[src/rtl/mem_bus_master.sv]
// MEM-stage initiator: turns load/store strobes into ready/valid data-memory requests and stalls the pipeline.
// Optional watchdog (sticky bus_err, 32'hDEADBEEF read data) is built when MEM_TIMEOUT_EN is defined.
module mem_bus_master #(
  parameter logic [31:0] BASE_ADDR   = 32'd1024,
  parameter int unsigned ADDR_W      = 11,
  parameter int unsigned TIMEOUT_CYC = 255
) (
  input  logic              clk,
  input  logic              rst,
  input  logic              mem_r_en,
  input  logic              mem_w_en,
  input  logic [31:0]       alu_res,
  input  logic [31:0]       val_rm,
  output logic              freeze,
  output logic [31:0]       res_data,
  output logic              bus_req_valid,
  input  logic              bus_req_ready,
  output logic              bus_req_we,
  output logic [ADDR_W-1:0] bus_req_addr,
  output logic [31:0]       bus_req_wdata,
  input  logic              bus_rsp_valid,
  input  logic [31:0]       bus_rsp_data,
  output logic              bus_err
);
  localparam logic [1:0] S_IDLE     = 2'd0;
  localparam logic [1:0] S_REQ      = 2'd1;
  localparam logic [1:0] S_WAIT_RSP = 2'd2;
  localparam logic [1:0] S_DONE     = 2'd3;

  logic [1:0]  state;
  logic [1:0]  state_nxt;
  logic [31:0] rd_q;
  logic [31:0] off_c;
  logic        access_c;
  logic        busy_c;
  logic        tmo_c;
  logic        tmo_fire_c;
  logic        unused_c;

  assign access_c = mem_r_en | mem_w_en;
  assign busy_c   = (state == S_REQ) | (state == S_WAIT_RSP);
  assign off_c    = alu_res - BASE_ADDR;
  assign unused_c = ^{off_c[31:ADDR_W+2], off_c[1:0], 32'(TIMEOUT_CYC)};

`ifdef MEM_TIMEOUT_EN
  localparam int unsigned WD_W = $clog2(TIMEOUT_CYC + 1);

  logic [WD_W-1:0] wdog;
  logic            err_q;

  // Limit reached in the TIMEOUT_CYC-th busy cycle; a handshake or response that same cycle wins.
  assign tmo_c      = busy_c & (wdog == WD_W'(TIMEOUT_CYC - 1));
  assign tmo_fire_c = tmo_c & ~((state == S_REQ) & bus_req_ready)
                            & ~((state == S_WAIT_RSP) & bus_rsp_valid);
  assign bus_err    = err_q;

  // Held at zero in IDLE so every access starts counting from its first REQ cycle.
  always_ff @(posedge clk or negedge rst) begin
    if (!rst) begin
      wdog  <= '0;
      err_q <= 1'b0;
    end else begin
      if (state == S_IDLE) begin
        wdog <= '0;
      end else if (busy_c) begin
        wdog <= wdog + WD_W'(1);
      end
      if (tmo_fire_c) begin
        err_q <= 1'b1;
      end
    end
  end
`else
  assign tmo_c      = 1'b0;
  assign tmo_fire_c = 1'b0;
  assign bus_err    = 1'b0;
`endif

  always_ff @(posedge clk or negedge rst) begin
    if (!rst) begin
      state <= S_IDLE;
    end else begin
      state <= state_nxt;
    end
  end

  always_comb begin
    state_nxt = state;
    case (state)
      S_IDLE: begin
        if (access_c) state_nxt = S_REQ;
      end
      S_REQ: begin
        if (bus_req_ready) begin
          state_nxt = bus_req_we ? S_DONE : S_WAIT_RSP;
        end else if (tmo_c) begin
          state_nxt = S_DONE;
        end
      end
      S_WAIT_RSP: begin
        if (bus_rsp_valid | tmo_c) state_nxt = S_DONE;
      end
      default: state_nxt = S_IDLE;
    endcase
  end

  // Request payload is captured once in IDLE and held until the access completes.
  always_ff @(posedge clk or negedge rst) begin
    if (!rst) begin
      bus_req_we    <= 1'b0;
      bus_req_addr  <= '0;
      bus_req_wdata <= '0;
      rd_q          <= '0;
    end else begin
      if ((state == S_IDLE) && access_c) begin
        bus_req_we    <= mem_w_en;
        bus_req_addr  <= off_c[ADDR_W+1:2];
        bus_req_wdata <= val_rm;
      end
      if ((state == S_WAIT_RSP) && bus_rsp_valid) begin
        rd_q <= bus_rsp_data;
      end else if (tmo_fire_c && !bus_req_we) begin
        rd_q <= 32'hDEAD_BEEF;
      end
    end
  end

  assign bus_req_valid = (state == S_REQ);
  assign freeze        = rst & (((state == S_IDLE) & access_c) | busy_c);
  assign res_data      = mem_r_en ? rd_q : 32'h0;

endmodule

[config.mk]
export PLATFORM = sky130hd
export DESIGN_NAME = mem_bus_master
export DESIGN_NICKNAME = d
export VERILOG_FILES = /design/src/rtl/mem_bus_master.sv
export SDC_FILE = /design/constraint.sdc
export NUM_CORES = 1
export LEC_CHECK = 0
export CAP_MARGIN = 20
export CORE_MARGIN = 1.5
export CORE_UTILIZATION = 38
export CTS_BUF_LIST = sky130_fd_sc_hd__clkbuf_16
export CTS_CLUSTER_DIAMETER = 30
export DETAILED_ROUTE_END_ITERATION = 16
export GPL_TIMING_DRIVEN = 0
export PLACE_DENSITY_LB_ADDON = 0.3
export SYNTH_ARGS = -nofsm -noshare
export SYNTH_HDL_FRONTEND = slang
export SYNTH_SLANG_ARGS = --single-unit
[constraint.sdc]
create_clock -name clk -period 1.7 [get_ports clk]
set_input_delay 0.255 -clock clk [delete_from_list [all_inputs] [get_ports clk]]
set_output_delay 0.255 -clock clk [all_outputs]
set_load 0.02 [all_outputs]
==> metrics.md <==
| Metric | Value |
|---|---|
| Status | complete, but fails checks |
| Failing checks | hold timing |
| Die width | ~95 um |
| Power, Total | 10.0 mW |
| DIE AREA | around 9100 um2 |
| WP data required | 1900 ps |
| Post-synthesis compound-gate area fraction | 1.39% |
| Met2 Usage GRT | 30.8% |
| Crit path capture type | flip-flop |
| Hold crit path type | in -> async |
| Worst Setup Start Kind | flip-flop |
| Area Overhead vs Synth | 65.9% |
| Delay of the slowest cell on the worst path | 430 ps |
| Syn_nets | 333 |
| Worst Skew | 3.65 ps |
| Root buf cell | clkbuf_16 |
| Crit path DAT | 1880 ps |
| Tcrit/Tclk final | a little over nine tenths |
| Kind of critical path | reg -> reg |
| Crit-path max FO | 3 |
| Routed WL | 7.47 mm |
| Routed vias | 2384 |
| GRT busiest layer | met2 |
| Number of fill cells | 649 |
| Die H | 95.2 um |
| Synth Instances | approximately 230 |
| Final Cell Area | 5360 um2 |
| CTS tree | yes |
| Cts bufs inserted | 9 |
| Vias per inst | 4.64 |
| Detail Route Antenna Nets | 0 |
| Sink Count | 78 |
| Antenna cell count | 0 |
| I/O pin total | 181 |
| Max_cap viols | 0 |
| Synth Flop Type | dfrtp_1 |
| Synthesized cell area | 3230 um2 |
| # DRC | 0 |
| Critical Path Slowest Stage Cell | a222oi_1 |
| WHS | -208 ps |
| Clk pin slew, worst setup/hold paths | 50 ps |
| Routability cong. | 0.732 |
| Pwr/cell area | roughly 1900 nW/um2 |
| Initial antenna violation count | 0 |
| Crit path max-delay family | compound AO/OA/AOI/OAI gates |
| Post-synth cell types | 20 |
| Final HPWL from detailed placement | 5.49 mm |
| Mux cell area share after synthesis | 25.7% |
| Initial Util | 39.3% |
| CP bufs+invs | 1 |
| Routed len/inst | 14.5 um |
| RSZ-0062 raised after global routing | yes |
| Overflow after GRT | 0 |
| Xor/xnor share of the synthesized area | less than 1% |
| Crit path time final | 1680 ps |
| EDFF count, synth | 0 |
| F_max | 0.596 GHz |
| Final setup violation count | 0 |
| Fin. max-slew vios | 0 |
| Core Box Area | about 8200 um2 |
| Synth area leader | dfrtp_1 |
| Count leader, synth | dfrtp_1 |
| Top cells by count, synth | 78 x dfrtp_1, 54 x mux2_2, 32 x and2_1 |
| Layout Cells excl Fill | 514 |
| Post-Place Cells | a little under 500 |
| Combinational family with the most area after synthesis | multiplexers |
| Register area share after synthesis | 60.4% |
| Global Route met3 Usage | 3.99% |
| # nets final | between 500 and 600 |
| I/O Buffers | 158 |
| Largest net degree at the start of global routing | 64 |
| Worst skew pair latency | between 300 and 400 ps |
| Area contributors post-synth | dfrtp_1 60%, mux2_2 19%, mux2_1 6.6% |
| Layout cells sized above 1 | between 20% and 30% |
| Yosys top cell area share | 60.4% |
| Post-Synth Simple-Gate Area | 7.24% |
| First-pass DRT Iterations | 4 |
| Leak | roughly 2.4 nW |
| Final hold vios | 16 |
| Global-route wire length before repair | roughly 12 mm |
| Iter 0 DRT Violations | a little over 60 |
| CP cell instances | buf_4 > ha_1 > a222oi_1 > mux2_1 |
| Row count | 33 |
| Synth Register Bits | 78 |
| Post-route core utilization | 65.3% |
| CTS max path bufs | 2 |
| Total track usage | 17.7% |
| CTS H-tree depth | 3 |
| Worst vdd ir | 1.07 mV |
| Synth Warn # | 0 |
| Grt met1 use | 20.5% |
| Vias in the first global route | around 2500 |
| Post-Synth Adder-Cell Area | 1.94% |
| Setup WS pre-CTS | -822 ps |
| Worst setup margin | 21.3 ps |
| Placed Area | 4970 um2 |
| Synth async-reset ratio | 100% |
| Synth Area per Inst | 14.3 um2 |
==> final timing paths <==
| path | from | end | slack, ps | cells after the start |
|---|---|---|---|---|
| setup / recovery | state[0] | state[0] | 20 | 4 |
| hold / removal | rst | bus_req_wdata[26] | -210 | 1 |
| setup reg to reg | state[0] | state[0] | 20 | 4 |
| hold reg to reg | bus_req_addr[10] | bus_req_addr[10] | 480 | 2 |
| max in group asynchronous | rst | rd_q[29] | 1350 | 2 |
| min in group clk | bus_req_addr[10] | bus_req_addr[10] | 480 | 2 |
==> sequential cells by signal (all words and copies together), names as in the netlist <==
register       cells
bus_req_we         1
state              2
bus_req_wdata     32
bus_req_addr      11
rd_q              32
==> repair_timing <==
| action | CTS | global route |
|---|---|---|
| resized for setup | 59 | 6 |
| buffers inserted | 5 | 4 |
| pin swaps | 3 | 3 |
| endpoints found under the setup margin | 46 | 41 |
| endpoints found under the hold margin | 16 | 16 |
==> metrics by stage <==
step / hold slack [ps] / setup TNS, ps
detailed placement: 140 / -28820
finish: -208 / 0
global placement: 464 / -222330
CTS: -209 / -91.9
global route: -193 / -139
floorplan: -40.6 / 0
==> cells in the final DEF, fill, tap and decap left out, types with 5 or more instances in the layout <==
| cell type | netlist | layout |
|---|---|---|
| and2_1 | 32 | 32 |
| buf_4 | 2 | 12 |
| buf_6 | 1 | 5 |
| clkbuf_16 | 0 | 9 |
| clkdlybuf4s50_1 | 0 | 123 |
| dfrtp_1 | 78 | 78 |
| dlygate4sd2_1 | 0 | 30 |
| inv_1 | 7 | 6 |
| mux2_1 | 19 | 19 |
| mux2_2 | 54 | 54 |
| nand2_1 | 7 | 6 |
==> metal layers <==
metal / share of wire, % / wire (um) / up-vias
li1: - / - / 1118
met1: 40 / 2980 / 1174
met2: 52 / 3850 / 82
met3: 6.7 / 501 / 10
met4: 1.8 / 135 / 0
met5: 0 / 0 / -
==> final cells by class <==
cell class / count / area (um2) / share of cell area, %
clock buffers: 9 / 225 / 4.20
inverters: 7 / 26.3 / 0.490
repair buffers: 168 / 1640 / 30.5
clock inverters: 7 / 80.1 / 1.49
flip-flops and latches: 78 / 1950 / 36.4
multi-input cells: 129 / 1220 / 22.7
well taps: 105 / 131 / 2.45
plain buffers: 11 / 92.6 / 1.73
==> cell families (layout without fill, tap and decap cells) <==
family / count (synthesis) / in the layout
adder cells (fa/ha/maj): 5 / 5
other: 1 / 1
buffers and inverters: 19 / 202
flip-flops: 78 / 78
AO/OA/AOI/OAI: 7 / 7
XOR/XNOR: 1 / 1
multiplexers: 74 / 74
AND/OR/NAND/NOR: 41 / 41
==> power breakdown <==
part	leakage (nW)	switching, mW	internal [mW]	total (mW)
registers	0.920	0.449	2.82	3.27
logic	1.35	2.17	2.60	4.77
clock network	0.153	0.696	1.26	1.96
Note: power is estimated with default switching activity, not from simulation.
